===== src/rtl/wb_decoder.sv =====
// Wishbone single-master to N-slave address decoder with per-slave base offsetting.
// Optional response watchdog is enabled by defining WB_DECODER_TIMEOUT_EN.
module wb_decoder #(
  parameter int N_SLAVES = 6,
  parameter int ADDR_W   = 24,
  parameter int DATA_W   = 16,
  parameter int SEL_W    = 2,
  parameter logic [N_SLAVES*ADDR_W-1:0] SLV_BASE = {24'h050000, 24'h040000, 24'h030000,
                                                    24'h020000, 24'h010000, 24'h002000},
  parameter logic [N_SLAVES*ADDR_W-1:0] SLV_END  = {24'h05FFFF, 24'h04FFFF, 24'h03FFFF,
                                                    24'h02FFFF, 24'h01FFFF, 24'h002003},
  parameter int TIMEOUT  = 255
) (
  input  logic                         i_clk,
  input  logic                         i_rst,
  input  logic                         m_cyc,
  input  logic                         m_stb,
  input  logic                         m_we,
  input  logic [ADDR_W-1:0]            m_adr,
  input  logic [SEL_W-1:0]             m_sel,
  input  logic [DATA_W-1:0]            m_i_dat,
  output logic [DATA_W-1:0]            m_o_dat,
  output logic                         m_ack,
  output logic                         m_err,
  output logic [N_SLAVES-1:0]          s_cyc,
  output logic [N_SLAVES-1:0]          s_stb,
  output logic [N_SLAVES*ADDR_W-1:0]   s_adr,
  output logic                         s_we,
  output logic [SEL_W-1:0]             s_sel,
  output logic [DATA_W-1:0]            s_o_dat,
  input  logic [N_SLAVES*DATA_W-1:0]   s_i_dat,
  input  logic [N_SLAVES-1:0]          s_ack,
  input  logic [N_SLAVES-1:0]          s_err
);

  localparam int IDX_W = (N_SLAVES > 1) ? $clog2(N_SLAVES) : 1;

  typedef enum logic [1:0] {IDLE, ACTIVE, RESP} state_t;

  state_t           state, next_state;
  logic [IDX_W-1:0] sel_q, dec_idx;
  logic             dec_hit;
  logic             set_ack, set_err, load_dat;
  logic             expired;

  assign s_we    = m_we;
  assign s_sel   = m_sel;
  assign s_o_dat = m_i_dat;

  for (genvar k = 0; k < N_SLAVES; k++) begin : g_adr
    assign s_adr[k*ADDR_W +: ADDR_W] = m_adr - SLV_BASE[k*ADDR_W +: ADDR_W];
  end

  // Descending scan so the lowest matching window is the last one written.
  always_comb begin
    dec_hit = 1'b0;
    dec_idx = '0;
    for (int k = N_SLAVES - 1; k >= 0; k--) begin
      if (m_adr >= SLV_BASE[k*ADDR_W +: ADDR_W] && m_adr <= SLV_END[k*ADDR_W +: ADDR_W]) begin
        dec_hit = 1'b1;
        dec_idx = IDX_W'(k);
      end
    end
  end

`ifdef WB_DECODER_TIMEOUT_EN
  localparam int CNT_W = $clog2(TIMEOUT + 2);
  logic [CNT_W-1:0] cnt;

  // Fires on the ACTIVE cycle whose increment would bring the count to TIMEOUT.
  assign expired = (cnt + CNT_W'(1)) == CNT_W'(TIMEOUT);

  always_ff @(posedge i_clk or posedge i_rst) begin
    if (i_rst) begin
      cnt <= '0;
    end else if (state != ACTIVE && next_state == ACTIVE) begin
      cnt <= '0;
    end else if (state == ACTIVE) begin
      cnt <= cnt + CNT_W'(1);
    end
  end
`else
  assign expired = 1'b0;
`endif

  always_comb begin
    next_state = state;
    set_ack    = 1'b0;
    set_err    = 1'b0;
    load_dat   = 1'b0;
    s_cyc      = '0;
    s_stb      = '0;
    case (state)
      IDLE: begin
        if (m_cyc && m_stb) begin
          if (dec_hit) begin
            next_state = ACTIVE;
          end else begin
            next_state = RESP;
            set_err    = 1'b1;
          end
        end
      end
      ACTIVE: begin
        s_cyc[sel_q] = m_cyc;
        s_stb[sel_q] = m_stb;
        if (!m_cyc) begin
          next_state = IDLE;
        end else if (s_err[sel_q]) begin
          next_state = RESP;
          set_err    = 1'b1;
        end else if (s_ack[sel_q]) begin
          next_state = RESP;
          set_ack    = 1'b1;
          load_dat   = 1'b1;
        end else if (expired) begin
          next_state = RESP;
          set_err    = 1'b1;
        end
      end
      RESP:    next_state = IDLE;
      default: next_state = IDLE;
    endcase
  end

  // Registered state and master-side response
  always_ff @(posedge i_clk or posedge i_rst) begin
    if (i_rst) begin
      state   <= IDLE;
      sel_q   <= '0;
      m_ack   <= 1'b0;
      m_err   <= 1'b0;
      m_o_dat <= '0;
    end else begin
      state <= next_state;
      m_ack <= set_ack;
      m_err <= set_err;
      if (state == IDLE && m_cyc && m_stb && dec_hit) begin
        sel_q <= dec_idx;
      end
      if (load_dat) begin
        m_o_dat <= s_i_dat[sel_q*DATA_W +: DATA_W];
      end
    end
  end

endmodule


===== config.mk =====
export PLATFORM = sky130hd
export DESIGN_NAME = wb_decoder
export DESIGN_NICKNAME = d
export VERILOG_FILES = /design/src/rtl/wb_decoder.sv
export SDC_FILE = /design/constraint.sdc
export NUM_CORES = 1
export LEC_CHECK = 0
export CELL_PAD_IN_SITES_DETAIL_PLACEMENT = 1
export CELL_PAD_IN_SITES_GLOBAL_PLACEMENT = 1
export CORE_MARGIN = 3
export CORE_UTILIZATION = 20
export CTS_CLUSTER_SIZE = 12
export DETAILED_ROUTE_END_ITERATION = 8
export PLACE_DENSITY = 0.88
export SYNTH_ARGS = -nofsm -noshare
export SYNTH_HDL_FRONTEND = slang
export SYNTH_SLANG_ARGS = --single-unit

===== constraint.sdc =====
create_clock -name i_clk -period 3.6 [get_ports i_clk]
set_input_delay 0.72 -clock i_clk [delete_from_list [all_inputs] [get_ports i_clk]]
set_output_delay 0.72 -clock i_clk [all_outputs]
set_load 0.01 [all_outputs]

* Word level (Yosys, flattened, before mapping)
Cells that the tools add are included.
Operators by class: shift operators 1, reduce and logical (&&, ||, !) cells 13, $lt $le $gt $ge 14, divide/modulo/power cells 0, multiply operators 0, $add $sub $neg 6, eq/ne operators 3, bitwise gates (word level) 2, multiplexer cells 35
Operators by type and width (count):
- indexed part select 96 x 8 -> 16 bit | 1
- greater-or-equal comparator 24 x 18 -> 1 bit (second input constant) | 2
- greater-or-equal comparator 24 x 19 -> 1 bit (second input constant) | 2
- <= comparator 24 x 18 -> 1 bit (second input constant) | 2
- <= comparator 24 x 19 -> 1 bit (second input constant) | 2
- subtractor 24 x 18 -> 24 bit (second input constant) | 2
- subtractor 24 x 19 -> 24 bit (second input constant) | 2
- greater-or-equal comparator 24 x 14 -> 1 bit (second input constant) | 1
- greater-or-equal comparator 24 x 17 -> 1 bit (second input constant) | 1
- <= comparator 24 x 14 -> 1 bit (second input constant) | 1
- <= comparator 24 x 17 -> 1 bit (second input constant) | 1
- subtractor 24 x 14 -> 24 bit (second input constant) | 1
- subtractor 24 x 17 -> 24 bit (second input constant) | 1
- two-way mux 3 bit | 6
- two-way mux 1 bit | 17
- bitwise AND 6 bit | 2
- two-way mux 6 bit | 2
- logical AND 1 bit | 11
- two-way mux 2 bit | 5
- binary-select mux 1 bit (select 3 bit) | 2
- less-than comparator 3 x 4 -> 1 bit (second input constant) | 1
- != test 4 bit (second input constant) | 1
- case mux 2 bit (2 select lines) | 1
- demux 1 bit (select 3 bit) | 1
- other kinds (6) | 6
Storage, ports and cells: memories 0, output and inout bits 193, memory bits (writable) 0, latch bits 0, bits in read-only memories 0, flip-flop bits (word level) 23, word-level logic and storage cells 79, bits of input ports 155

* Longest topological paths before layout
depth in word-level cells 11, mapped depth 10, gate-level depth less buffers 9

* Least setup slack after synthesis
Ideal clock, no wire load.
path type in2out, start in m_adr[18], end out s_adr[22], required time 2.880 ns, setup slack 0.430 ns, buffers on the path 2, stages 7, data arrival time 2.450 ns, cells stage by stage clkbuf_1 inv_1 ha_1 clkbuf_1 nor3b_1 nand2_1 xnor2_1
Between the ends: cells in the longest elaborated chain, start to end 1
RTL lines:
- start: declaration | line 19 | input logic [ADDR_W-1:0] m_adr,
- subtractor 24 x 14 -> 24 bit | line 51 | assign s_adr[k*ADDR_W +: ADDR_W] = m_adr - SLV_BASE[k*ADDR_W +: ADDR_W];
- end: declaration | line 27 | output logic [N_SLAVES*ADDR_W-1:0] s_adr,
No other way between the ends.

* Worst setup path after layout
start in m_adr[18], end out s_adr[46]
Between the ends: cells in the longest elaborated chain, start to end 1
RTL lines (line):
- subtractor 24 x 17 -> 24 bit | 51
No other way between the ends.

==> flow_metrics.env <==
export IMPL_cp_num_cells=8
export IMPL_max_freq_ghz=0.2870
export IMPL_htreeDepth=1
export IMPL_final_max_slew_viol_count=0
export IMPL_syn_to_final_growth_pct=77.24
export IMPL_cts_tree="done"
export IMPL_placedCellCount=920
export IMPL_track_usage_pct=16.67
export IMPL_path_buf_inv=4
export IMPL_clkTransAtPathRegs_ps=70
export IMPL_antenna_found_initial=0
export IMPL_cts_sinks=23
export IMPL_synth_edf_count=0
export IMPL_synth_cells=484
export IMPL_async_reset_ff_share_pct=100.0
export IMPL_fin_setup_tns_ps=0
export IMPL_gp_congestion=0.8428
export IMPL_top_level_ports=348
export IMPL_instances_no_fill=924
export IMPL_cp_arrival_ps=2760
export IMPL_required_ps=2880
export IMPL_p_sw_share_pct=38.89
export IMPL_powerDensity_mw_per_mm2=248.3
export IMPL_nets=870
export IMPL_initial_utilization_pct=20.80
export IMPL_grt_max_degree=30
export IMPL_min_period_ps=3485
export IMPL_ys_warn_count=0
export IMPL_vdd_drop_max_v=0.0001651
export IMPL_worst_setup_path_type="in2out"
export IMPL_synth_top_cell_area_share_pct=24.20
export IMPL_worstPathCellList="clkdlybuf4s50_1 > inv_1 > ha_1 > nor3b_1 > buf_4 > nand2_1 > xnor2_1 > clkdlybuf4s50_1"
export IMPL_clk_path_buf_depth=2
export IMPL_drtPass1Iterations=4
export IMPL_clock_power_share_pct=15.6
export IMPL_drtIter0Drc=96
export IMPL_cp_start_kind="input pin"
export IMPL_reg2reg_depth=7
export IMPL_drc=0
export IMPL_coreArea_mm2=0.01760
export IMPL_num_antenna_cells=0
export IMPL_path_delay_family="buffers and inverters"
export IMPL_pwr_share_seq_pct=20.1
export IMPL_synth_most_common_cell="buf_4"
export IMPL_relSlewSlack_pct=34.62
export IMPL_wire_per_inst_um=19.34
export IMPL_crit_path_end_kind="primary output"
export IMPL_hold_path_class="reg2reg"
export IMPL_synth_net_count=654
export IMPL_hold_path_depth=2
export IMPL_synthTopCellsByCount="buf_4 (118), nand2_1 (59), xnor2_1 (28)"
export IMPL_wl_um=17870
export IMPL_outcome="finished, final reports clean"
export IMPL_yosys_top_cells_area="buf_4 (24%), dfrtp_1 (16%), xnor2_1 (6.7%)"
export IMPL_yosys_cell_types_count=53
export IMPL_skew_ps=2.002
export IMPL_grt_pass1_vias=4647
export IMPL_combinationalPowerShare_pct=64.3
export IMPL_finalHoldViolations=0
export IMPL_cts_root_buf="clkbuf_16"
export IMPL_cp_max_fo=7
export IMPL_avgSynthCellArea_um2=7.564
export IMPL_ys_seq_elements=23
export IMPL_vias=4228
export IMPL_drtAntennaViolNets=0
export IMPL_dieArea_mm2=0.01996
export IMPL_setup_violations_final=0
export IMPL_p_int_w=0.0009846
export IMPL_synth_top_cell_by_area="buf_4"
export IMPL_worst_path_max_delay_cell="clkdlybuf4s50_1"
export IMPL_drive_gt1_share_pct=10.01
export IMPL_ctsHoldBuffers=0
export IMPL_via_per_inst=4.576
export IMPL_rows=48
export IMPL_syn_cell_area_mm2=0.003661
export IMPL_synth_seq_area_share_pct=15.72
export IMPL_tightest_slew_ps=979.5
export IMPL_port_buffers=309
export IMPL_die_y_um=141.3
export IMPL_drv_cap=0
export IMPL_critPathMaxStageDelay_ps=580
export IMPL_cts_resized=0
export IMPL_die_x_um=141.3
export IMPL_p_leak_nw=2.570
export IMPL_clock_latency_ps=260
export IMPL_rsz0062_at_grt="false"
export IMPL_synth_main_ff_cell="dfrtp_1"
export IMPL_post_cts_buffers=0
export IMPL_switching_power_w=0.0006267
export IMPL_gr_total_overflow=0
export IMPL_place_hpwl_um=15070
export IMPL_min_period_over_period_pct=96.80
export IMPL_grt_pass1_wl_um=26510
export IMPL_numCtsBuffers=3
export IMPL_timing_critical_path_mode_cell="clkdlybuf4s50_1"
cell families after synthesis:
family | synth area share (%)
AO/OA/AOI/OAI | 20.85
XOR/XNOR | 8.373
adder cells (fa/ha/maj) | 5.126
buffers and inverters | 28.40
flip-flops | 15.72
AND/OR/NAND/NOR | 21.53
per-layer routing:
layer,track usage [%],vias up,part of all wire [%]
li1,-,2019,-
met1,19.33,2043,39
met2,31.75,164,53
met3,4.415,2,7.4
met4,1.377,0,0.26
met5,0,-,0
path summary, 6_finish.rpt:
path                                        start                 endpoint  slack, ps
setup / recovery                        m_adr[18]                s_adr[46]        120
hold / removal             m_o_dat[9]$_DFFE_PP0P_   m_o_dat[9]$_DFFE_PP0P_        480
setup reg to reg             sel_q[0]$_DFFE_PP0P_  m_o_dat[15]$_DFFE_PP0P_       1050
hold reg to reg            m_o_dat[9]$_DFFE_PP0P_   m_o_dat[9]$_DFFE_PP0P_        480
max in group asynchronous                   i_rst   m_o_dat[0]$_DFFE_PP0P_       2010
min in group asynchronous                   i_rst   m_o_dat[1]$_DFFE_PP0P_        990
area by class of cell:
type	instances	area, um2
well taps	225	281.5
clock inverters	1	5.005
clock buffers	3	75.07
multi-input cells	304	2061
inverters	16	60.06
repair buffers	352	3431
flip-flops and latches	23	575.6
fillers	2094	11110
stage by stage:
stage | utilization [%] | setup WS (ps) | area, um2 | total power, W | hold WS [ps]
2_1_floorplan | - | 430.2 | 3661 | 0.0008650 | 516.2
6_report | 36.87 | 115.3 | 6489 | 0.001611 | 484.9
5_1_grt | 36.87 | 4.808 | 6489 | 0.001726 | 504.2
4_1_cts | 36.86 | 28.16 | 6486 | 0.001634 | 486.0
3_3_place_gp | 36.41 | 153.9 | 6406 | 0.001348 | 461.8
3_5_place_dp | 36.41 | 49.30 | 6406 | 0.001375 | 470.9
worst min-delay path: cells and delay by family (launching register included):
kind               cells  cell delay [ps]
and+or+nand+nor        1               40
AOI/OAI and AO/OA      1               60
DFF                    1              340
power by group through the flow:
stage                     logic (W)  clock network, W  registers, W
after floorplan            0.000557                 0      0.000308
after global placement      0.00102                 0      0.000329
after detailed placement    0.00104                 0      0.000331
after CTS                   0.00105          0.000258      0.000326
after global routing        0.00112          0.000272      0.000333
final                       0.00104          0.000251      0.000325
registers in the layout, summed over array words and instances, names as in the netlist:
signal   cells
m_ack        1
m_err        1
m_o_dat     16
sel_q        3
state        2
layout by cell type, fill, tap and decap left out, types with 2 or more instances in the layout:
cell type	count
a22oi_1	25
or4_4	3
nand3_1	14
inv_1	15
nor3_2	2
clkdlybuf4s50_1	308
ha_1	15
a22o_1	6
nand3b_1	2
and3_2	4
nor4_1	5
nor3_1	6
dfrtp_1	23
xor2_1	7
nand4_1	10
a221o_1	6
a211oi_1	2
nand2_1	59
buf_4	42
or4_1	3
and2b_2	2
clkbuf_16	3
and3_1	5
and3b_1	2
nor2_1	22
a221oi_1	17
a31oi_1	4
a2111oi_0	2
xnor2_1	28
a21oi_1	5
or3_1	5
o21ai_0	21
Power figures use the tool's default switching activity.
